**config.mk**
```make
export PLATFORM = sky130hd
export DESIGN_NAME = layer_sequencer
export DESIGN_NICKNAME = d
export VERILOG_FILES = /design/src/rtl/layer_sequencer.sv
export SDC_FILE = /design/constraint.sdc
export NUM_CORES = 1
export LEC_CHECK = 0
export CAP_MARGIN = 20
export CORE_MARGIN = 2
export CORE_UTILIZATION = 50
export CTS_BUF_LIST = sky130_fd_sc_hd__clkbuf_8 sky130_fd_sc_hd__clkbuf_16
export CTS_CLUSTER_DIAMETER = 50
export DETAILED_ROUTE_END_ITERATION = 8
export PLACE_DENSITY = 0.83
export RECOVER_POWER = 100
export SYNTH_ARGS = -nofsm -noshare
export SYNTH_HDL_FRONTEND = slang
export SYNTH_SLANG_ARGS = --single-unit
```
**constraint.sdc**
```tcl
create_clock -name clock -period 6.4 [get_ports clock]
set_clock_uncertainty 0.2 [all_clocks]
set_input_delay 1.28 -clock clock [delete_from_list [all_inputs] [get_ports clock]]
set_output_delay 1.28 -clock clock [all_outputs]
set_load 0.05 [all_outputs]
```
**src/rtl/layer_sequencer.sv**
```systemverilog
// Sequences one shared MAC/activation datapath across every neuron of a
// fully-connected layer, buffering each activated result for the next layer.
module layer_sequencer #(
    parameter int unsigned NUM_INPUTS     = 16,
    parameter int unsigned NUM_NEURONS    = 8,
    parameter int unsigned INTEGER_WIDTH  = 8,
    parameter int unsigned FRACTION_WIDTH = 8,
    parameter int unsigned TIMEOUT_CYCLES = 15
) (
    input  logic                                                     clock,
    input  logic                                                     reset,
    input  logic                                                     inputs_ready,
    output logic                                                     busy,
    output logic                                                     mac_clear,
    output logic                                                     mac_enable,
    output logic [$clog2(NUM_INPUTS)-1:0]                            input_num,
    output logic [$clog2(NUM_NEURONS)-1:0]                           neuron_num,
    output logic                                                     activate,
    input  logic signed [INTEGER_WIDTH+FRACTION_WIDTH-1:0]           neuron_out,
    input  logic                                                     neuron_out_ready,
    output logic [NUM_NEURONS-1:0][INTEGER_WIDTH+FRACTION_WIDTH-1:0] outputs,
    output logic                                                     outputs_ready,
    input  logic                                                     outputs_taken,
    output logic                                                     timeout_error
);

    localparam int unsigned DATA_W = INTEGER_WIDTH + FRACTION_WIDTH;
    localparam int unsigned IN_W   = $clog2(NUM_INPUTS);
    localparam int unsigned NN_W   = $clog2(NUM_NEURONS);
    localparam int unsigned WAIT_W = $clog2(TIMEOUT_CYCLES + 1);

    localparam logic [IN_W-1:0]   IN_LAST   = IN_W'(NUM_INPUTS - 1);
    localparam logic [NN_W-1:0]   NN_LAST   = NN_W'(NUM_NEURONS - 1);
    localparam logic [WAIT_W-1:0] WAIT_LAST = WAIT_W'(TIMEOUT_CYCLES - 1);

    typedef enum logic [2:0] {
        IDLE,
        CLEAR,
        ACCUMULATE,
        ACTIVATE,
        WAIT_RESULT,
        DONE
    } state_e;

    state_e                                state_q, state_d;
    logic [IN_W-1:0]                       input_num_q, input_num_d;
    logic [NN_W-1:0]                       neuron_num_q, neuron_num_d;
    logic [WAIT_W-1:0]                     wait_q, wait_d;
    logic [NUM_NEURONS-1:0][DATA_W-1:0]    outputs_q, outputs_d;
    logic                                  timeout_q, timeout_d;
    logic                                  neuron_done;

    logic busy_q, mac_clear_q, mac_enable_q, activate_q, outputs_ready_q;

    // Next-state, index and result-buffer logic
    always_comb begin
        state_d      = state_q;
        input_num_d  = '0;
        neuron_num_d = neuron_num_q;
        wait_d       = wait_q;
        outputs_d    = outputs_q;
        timeout_d    = timeout_q;
        neuron_done  = 1'b0;

        case (state_q)
            IDLE: begin
                if (inputs_ready) begin
                    state_d      = CLEAR;
                    neuron_num_d = '0;
                    timeout_d    = 1'b0;
                end
            end
            CLEAR: state_d = ACCUMULATE;
            ACCUMULATE: begin
                if (input_num_q == IN_LAST) begin
                    state_d = ACTIVATE;
                end else begin
                    input_num_d = input_num_q + IN_W'(1);
                end
            end
            ACTIVATE: begin
                state_d = WAIT_RESULT;
                wait_d  = '0;
            end
            WAIT_RESULT: begin
                // A result on the timeout cycle still wins over the timeout
                if (neuron_out_ready) begin
                    outputs_d[neuron_num_q] = neuron_out;
                    neuron_done             = 1'b1;
                end else if (wait_q == WAIT_LAST) begin
                    outputs_d[neuron_num_q] = '0;
                    timeout_d               = 1'b1;
                    neuron_done             = 1'b1;
                end else begin
                    wait_d = wait_q + WAIT_W'(1);
                end
                if (neuron_done) begin
                    if (neuron_num_q == NN_LAST) begin
                        state_d = DONE;
                    end else begin
                        neuron_num_d = neuron_num_q + NN_W'(1);
                        state_d      = CLEAR;
                    end
                end
            end
            DONE: begin
                if (outputs_taken) begin
                    state_d = IDLE;
                end
            end
            default: state_d = IDLE;
        endcase
    end

    // State register; strobes are registered decodes of the next state
    always_ff @(posedge clock) begin
        if (reset) begin
            state_q         <= IDLE;
            input_num_q     <= '0;
            neuron_num_q    <= '0;
            wait_q          <= '0;
            outputs_q       <= '0;
            timeout_q       <= 1'b0;
            busy_q          <= 1'b0;
            mac_clear_q     <= 1'b0;
            mac_enable_q    <= 1'b0;
            activate_q      <= 1'b0;
            outputs_ready_q <= 1'b0;
        end else begin
            state_q         <= state_d;
            input_num_q     <= input_num_d;
            neuron_num_q    <= neuron_num_d;
            wait_q          <= wait_d;
            outputs_q       <= outputs_d;
            timeout_q       <= timeout_d;
            busy_q          <= (state_d != IDLE);
            mac_clear_q     <= (state_d == CLEAR);
            mac_enable_q    <= (state_d == ACCUMULATE);
            activate_q      <= (state_d == ACTIVATE);
            outputs_ready_q <= (state_d == DONE);
        end
    end

    assign busy          = busy_q;
    assign mac_clear     = mac_clear_q;
    assign mac_enable    = mac_enable_q;
    assign activate      = activate_q;
    assign outputs_ready = outputs_ready_q;
    assign input_num     = input_num_q;
    assign neuron_num    = neuron_num_q;
    assign outputs       = outputs_q;
    assign timeout_error = timeout_q;

endmodule
```
==> Word level (Yosys, flattened, before mapping) <==
Cells that the tools add are included.
{ "totals": {"register_bits": 148, "input_bits": 21, "output_inout_bits": 141, "word_cells": 80} }
{ "op_classes": {"n_addsub": 3, "n_lt_le_gt_ge": 2, "n_eq_ne": 18, "muxes": 25, "bitwise_logic": 3, "n_reduce_logical": 11} }
{ "ops": {"columns": ["cell", "count"], "rows": [
  ["128-bit two-way mux", 2],
  ["128-bit AND", 1],
  ["128-bit bitwise mux", 1],
  ["128-bit NOT", 1],
  ["16-bit demux with 3-bit select", 1],
  ["3-bit two-way mux", 8],
  ["3-bit one-hot mux with 6 select lines", 1],
  ["16-bit two-way mux", 1],
  ["3-bit by 2-bit == test with 1-bit output (second input constant)", 4],
  ["3-bit == test (second input constant)", 4],
  ["2-bit inequality test (second input constant)", 6],
  ["4-bit by 1-bit adder with 4-bit output (second input constant)", 2],
  ["4-bit == test (second input constant)", 2],
  ["4-bit two-way mux", 2],
  ["4-bit one-hot mux with 2 select lines", 1],
  ["4-bit AND reduction", 2],
  ["3-bit by 1-bit == test with 1-bit output (second input constant)", 2],
  ["1-bit two-way mux", 6],
  ["3-bit one-hot mux with 2 select lines", 1],
  ["2-bit nonzero test", 3],
  ["3-bit by 4-bit < comparator with 1-bit output (second input constant)", 1],
  ["3-bit by 1-bit adder with 3-bit output (second input constant)", 1],
  ["3-bit by 1-bit greater-or-equal comparator with 1-bit output (second input constant)", 1],
  ["3-bit logical NOT", 1],
  ["other kinds (7)", 7]
]} }

==> Depth between registers and ports, before layout <==
{ "depth": {"ltp_word": 8, "ltp_mapped": 9, "depth_no_buf": 6} }

==> Least setup slack after synthesis <==
OpenSTA, ideal clock, no wires.
{ "synth_path": {"path_kind": "input to register", "from": "in neuron_out_ready", "to": "reg outputs_q (netlist bit outputs[101])", "setup_ns": 0.128, "t_arrival_ns": 2.512, "required_time_ns": 6.072, "path_slack_ns": 3.560, "path_stages": 7, "n_path_buf": 3, "cell_sequence": "a31oi_1 buf_4 nor4b_2 buf_4 buf_12 mux2i_1 nor2_1"} }
{ "synth_between": {"elab_chain_cells": 2, "elab_cells_between_ends": 3, "classes_between": "mux (1); reduce/logical (2)"} }
{ "synth_rtl": {"columns": ["item", "line_no", "text"], "rows": [
  ["start: declaration", "20", "input logic neuron_out_ready,"],
  ["2-bit nonzero test (no source line)", null, null],
  ["2-bit AND reduction (no source line)", null, null],
  ["end signal: assignment", "134", "outputs_q <= outputs_d;"],
  ["end: declaration", "49", "logic [NUM_NEURONS-1:0][DATA_W-1:0] outputs_q, outputs_d;"]
]} }
Several ways; a longest one is shown, not always the timed one.
A chain may end at the register's enable or synchronous reset.

==> Worst setup path after layout <==
{ "layout_path": {"from": "in neuron_out_ready", "to": "reg outputs_ready_q, in the netlist outputs_ready"} }
{ "layout_between": {"elab_chain_cells": 5} }
{ "layout_rtl": {"columns": ["item", "line_no", "text"], "rows": [
  ["1-bit two-way mux", "87", "if (neuron_out_ready) begin"],
  ["1-bit two-way mux", "65", "case (state_q)"],
  ["3-bit two-way mux", "97", "if (neuron_done) begin"],
  ["3-bit one-hot mux with 6 select lines", "65", null],
  ["3-bit == test", "140", "outputs_ready_q <= (state_d == DONE);"],
  ["end signal: assignment", "140", null],
  ["end: declaration", "53", "logic busy_q, mac_clear_q, mac_enable_q, activate_q, outputs_ready_q;"]
]} }
No other way between the ends. The select of a mux whose other input is x is not followed.

==> qor.csv <==
metric,value,unit
hold_buffers,0,
grt.overflow.total,0,
worstPathRequired,6420,ps
drive_gt1_frac,0.04966,
postSynthAreaPerCell,9.899,µm²
drt-total-wl,14.99,mm
cts_tree,yes,
min_path_type,reg -> reg,
drcViolationCount,0,
antenna_found_initial,0,
die_h,111.0,µm
synth_cell_types,41,
fmax,0.2129,GHz
rsz0062_at_grt,no,
grt_pass1_vias,4631,
p_leak,3.585,nW
grt_pass1_wl,23.72,mm
dr.pass1.iters,4,
die_w,111.0,µm
synth_top_flop_cell,dfxtp_1,
worst_pin_slew,1770,ps
synth-simple-area-share,0.1837,
cts_setup_buffers,0,
cp_slowest_cell,a31oi_1,
syn_nets,604,
synth_seq_cells,148,
viasPerCell,5.234,
cp_data_arrival_time,4720,ps
grt.total_usage,0.2451,
die-area,12320,µm²
drv_slew,54,
netlist_instances,578,
crit_type,in -> reg,
gp_congestion,0.8590,
swShare,0.2129,
hold_violations,0,
synthMuxAreaShare,0.1959,
clk_latency,420,ps
maxCapViolations,2,
dpl.hpwl,10.16,mm
synthXorXnorAreaFrac,0.007654,
ant_nets,0,
clockRootBuffer,clkbuf_16,
initial_core_util,0.5076,
area_growth,37.24,%
ioPinCount,162,
period_minus_slack,4697,ps
netlist_area,5722,µm²
yosysWarnings,0,
slew_headroom,-0.1854,
clkTransAtPathRegs,60,ps
crit_family,compound AO/OA/AOI/OAI gates,
vias,4543,
io_buffers,161,
crit_fanout,19,
p_switching,0.0004298,W
rows,39,
power_frac_comb,0.042,
synthArstFlopShare,0,
synth_adder_area_share,0.01093,
grt_max_degree,106,
wire_per_inst,17.27,µm
power.density,257.1,nW/µm²
clock_power_share,0.496,
synth_compound_area_frac,0.03193,
slowest_delay,1350,ps
seq_area_frac_synth,0.5178,
violations,"capacitance limit, slew limit",
antenna_cells,0,
fin_tns_setup,0,ps
synth_top_family_by_area,multiplexers,
seqPwrFrac,0.461,
clockBufferDepth,2,
numCtsBuffers,17,
cp-end-kind,flip-flop,
cts_resized,0,
htreeDepth,4,
hold_ws,247.2,ps
ir_worst_vdd,0.2139,mV
critPathLaunchType,input pin,
setup_viol,0,
path_cells,"dlygate4sd3_1, a31oi_1, nor2_1, a2111oi_0, nor3_1",
p_int,0.001589,W
core,11270,µm²
path_buf_inv,1,
outcome,"complete, but fails checks",
min_period_over_period,0.7339,
drtIter0Drc,256,
synth_edf_count,0,
clock-sinks,148,
final_nets,739,
==> power by group through the flow <==
stage | clock [W] | sequential, W | combinational [W]
6_report | 0.00100 | 0.000931 | 0.0000853
5_1_grt | 0.00105 | 0.000932 | 0.0000913
4_1_cts | 0.00102 | 0.000931 | 0.0000877
3_5_place_dp | 0 | 0.000952 | 0.0000870
3_3_place_gp | 0 | 0.000951 | 0.0000849
2_1_floorplan | 0 | 0.000959 | 0.0000495
==> worst paths after layout <==
path                                       start            end  slack, ps  cells past startpoint
worst max register to register         wait_q[0]  outputs_ready       2690                      6
worst min register to register       outputs[43]    outputs[43]        250                      2
worst min-delay path                 outputs[43]    outputs[43]        250                      2
worst max-delay path            neuron_out_ready  outputs_ready       1700                      5
==> stage by stage <==
step             util  worst slack, ps  power, W  area, µm²  std cells
4_1_cts        0.6996             2677  0.002037       7886        867
3_5_place_dp   0.6462             2260  0.001039       7284        836
3_3_place_gp   0.6462             2411  0.001036       7284        836
5_1_grt        0.6966             1413  0.002072       7853        868
2_1_floorplan       -             3560  0.001008       5722        578
6_report       0.6966             1703  0.002019       7853        868
==> cells in the final DEF (no fill, tap or decap), types with 2 or more instances in the layout <==
cell and instances:
xnor2_1 2, nand3_1 10, clkbuf_8 3, clkdlybuf4s50_1 18, dlygate4sd3_1 142, nor4_4 2
a2111oi_0 2, nor3b_1 2, and2_1 17, nand3b_1 2, nand2_1 38, a21oi_1 19
mux2i_1 112, clkbuf_1 6, and2_0 2, a31oi_1 2, nor4b_4 2, clkbuf_16 17
dfxtp_1 148, clkinvlp_4 2, nor3_1 10, nor2_1 126, xor2_1 3, clkinv_2 2
bufinv_16 3, nand2b_1 5, inv_1 6, ha_1 5, o21ai_0 2
==> layout make-up <==
cell class / count / area (µm²)
Clock buffer: 20 / 466.7
Fill cell: 864 / 3420
Tap cell: 143 / 178.9
Inverter: 3 / 11.26
Multi-Input combinational cell: 376 / 2466
Clock inverter: 11 / 135.1
Timing Repair Buffer: 167 / 1632
Sequential cell: 148 / 2963
==> tightest hold or removal path: stages (launching register included) <==
cell	delay (ps)
dfxtp_1	300
nand2_1	50
a21oi_1	50
==> state kept, by name (all words and copies together), names as in the netlist <==
signal	count
activate	1
busy	1
input_num	4
mac_clear	1
mac_enable	1
neuron_num	3
outputs	128
outputs_ready	1
state_q	3
timeout_error	1
wait_q	4
==> cell families (layout without fill, tap and decap cells) <==
| group | Yosys count | after routing |
|---|---|---|
| buf+inv | 54 | 201 |
| fa+ha+maj | 5 | 5 |
| compound gates | 30 | 30 |
| simple gates | 224 | 224 |
| flops | 148 | 148 |
| xor+xnor | 5 | 5 |
| mux | 112 | 112 |
==> layer usage <==
metal / GRT usage / part of all wire / up-vias
met1: 0.2896 / 0.41 / 2167
met3: 0.09240 / 0.087 / 30
li1: - / - / 2181
met4: 0.1075 / 0.025 / 0
met5: 0 / 0 / -
met2: 0.3988 / 0.48 / 165
==> cell usage after synthesis (all sizes together) (3+ instances only) <==
cell type | number | area, µm²
buf | 28 | 200.2
nand3 | 10 | 50.05
inv | 3 | 11.26
a21oi | 19 | 95.09
and2 | 19 | 118.9
ha | 5 | 62.56
xor2 | 3 | 26.28
nor3b | 3 | 27.52
nor3 | 11 | 66.32
nor2 | 126 | 473.0
clkbuf | 23 | 86.33
dfxtp | 148 | 2963
nand2b | 5 | 31.28
nand2 | 38 | 142.6
mux2i | 112 | 1121
No activity file was read; power rests on OpenSTA's default activity.
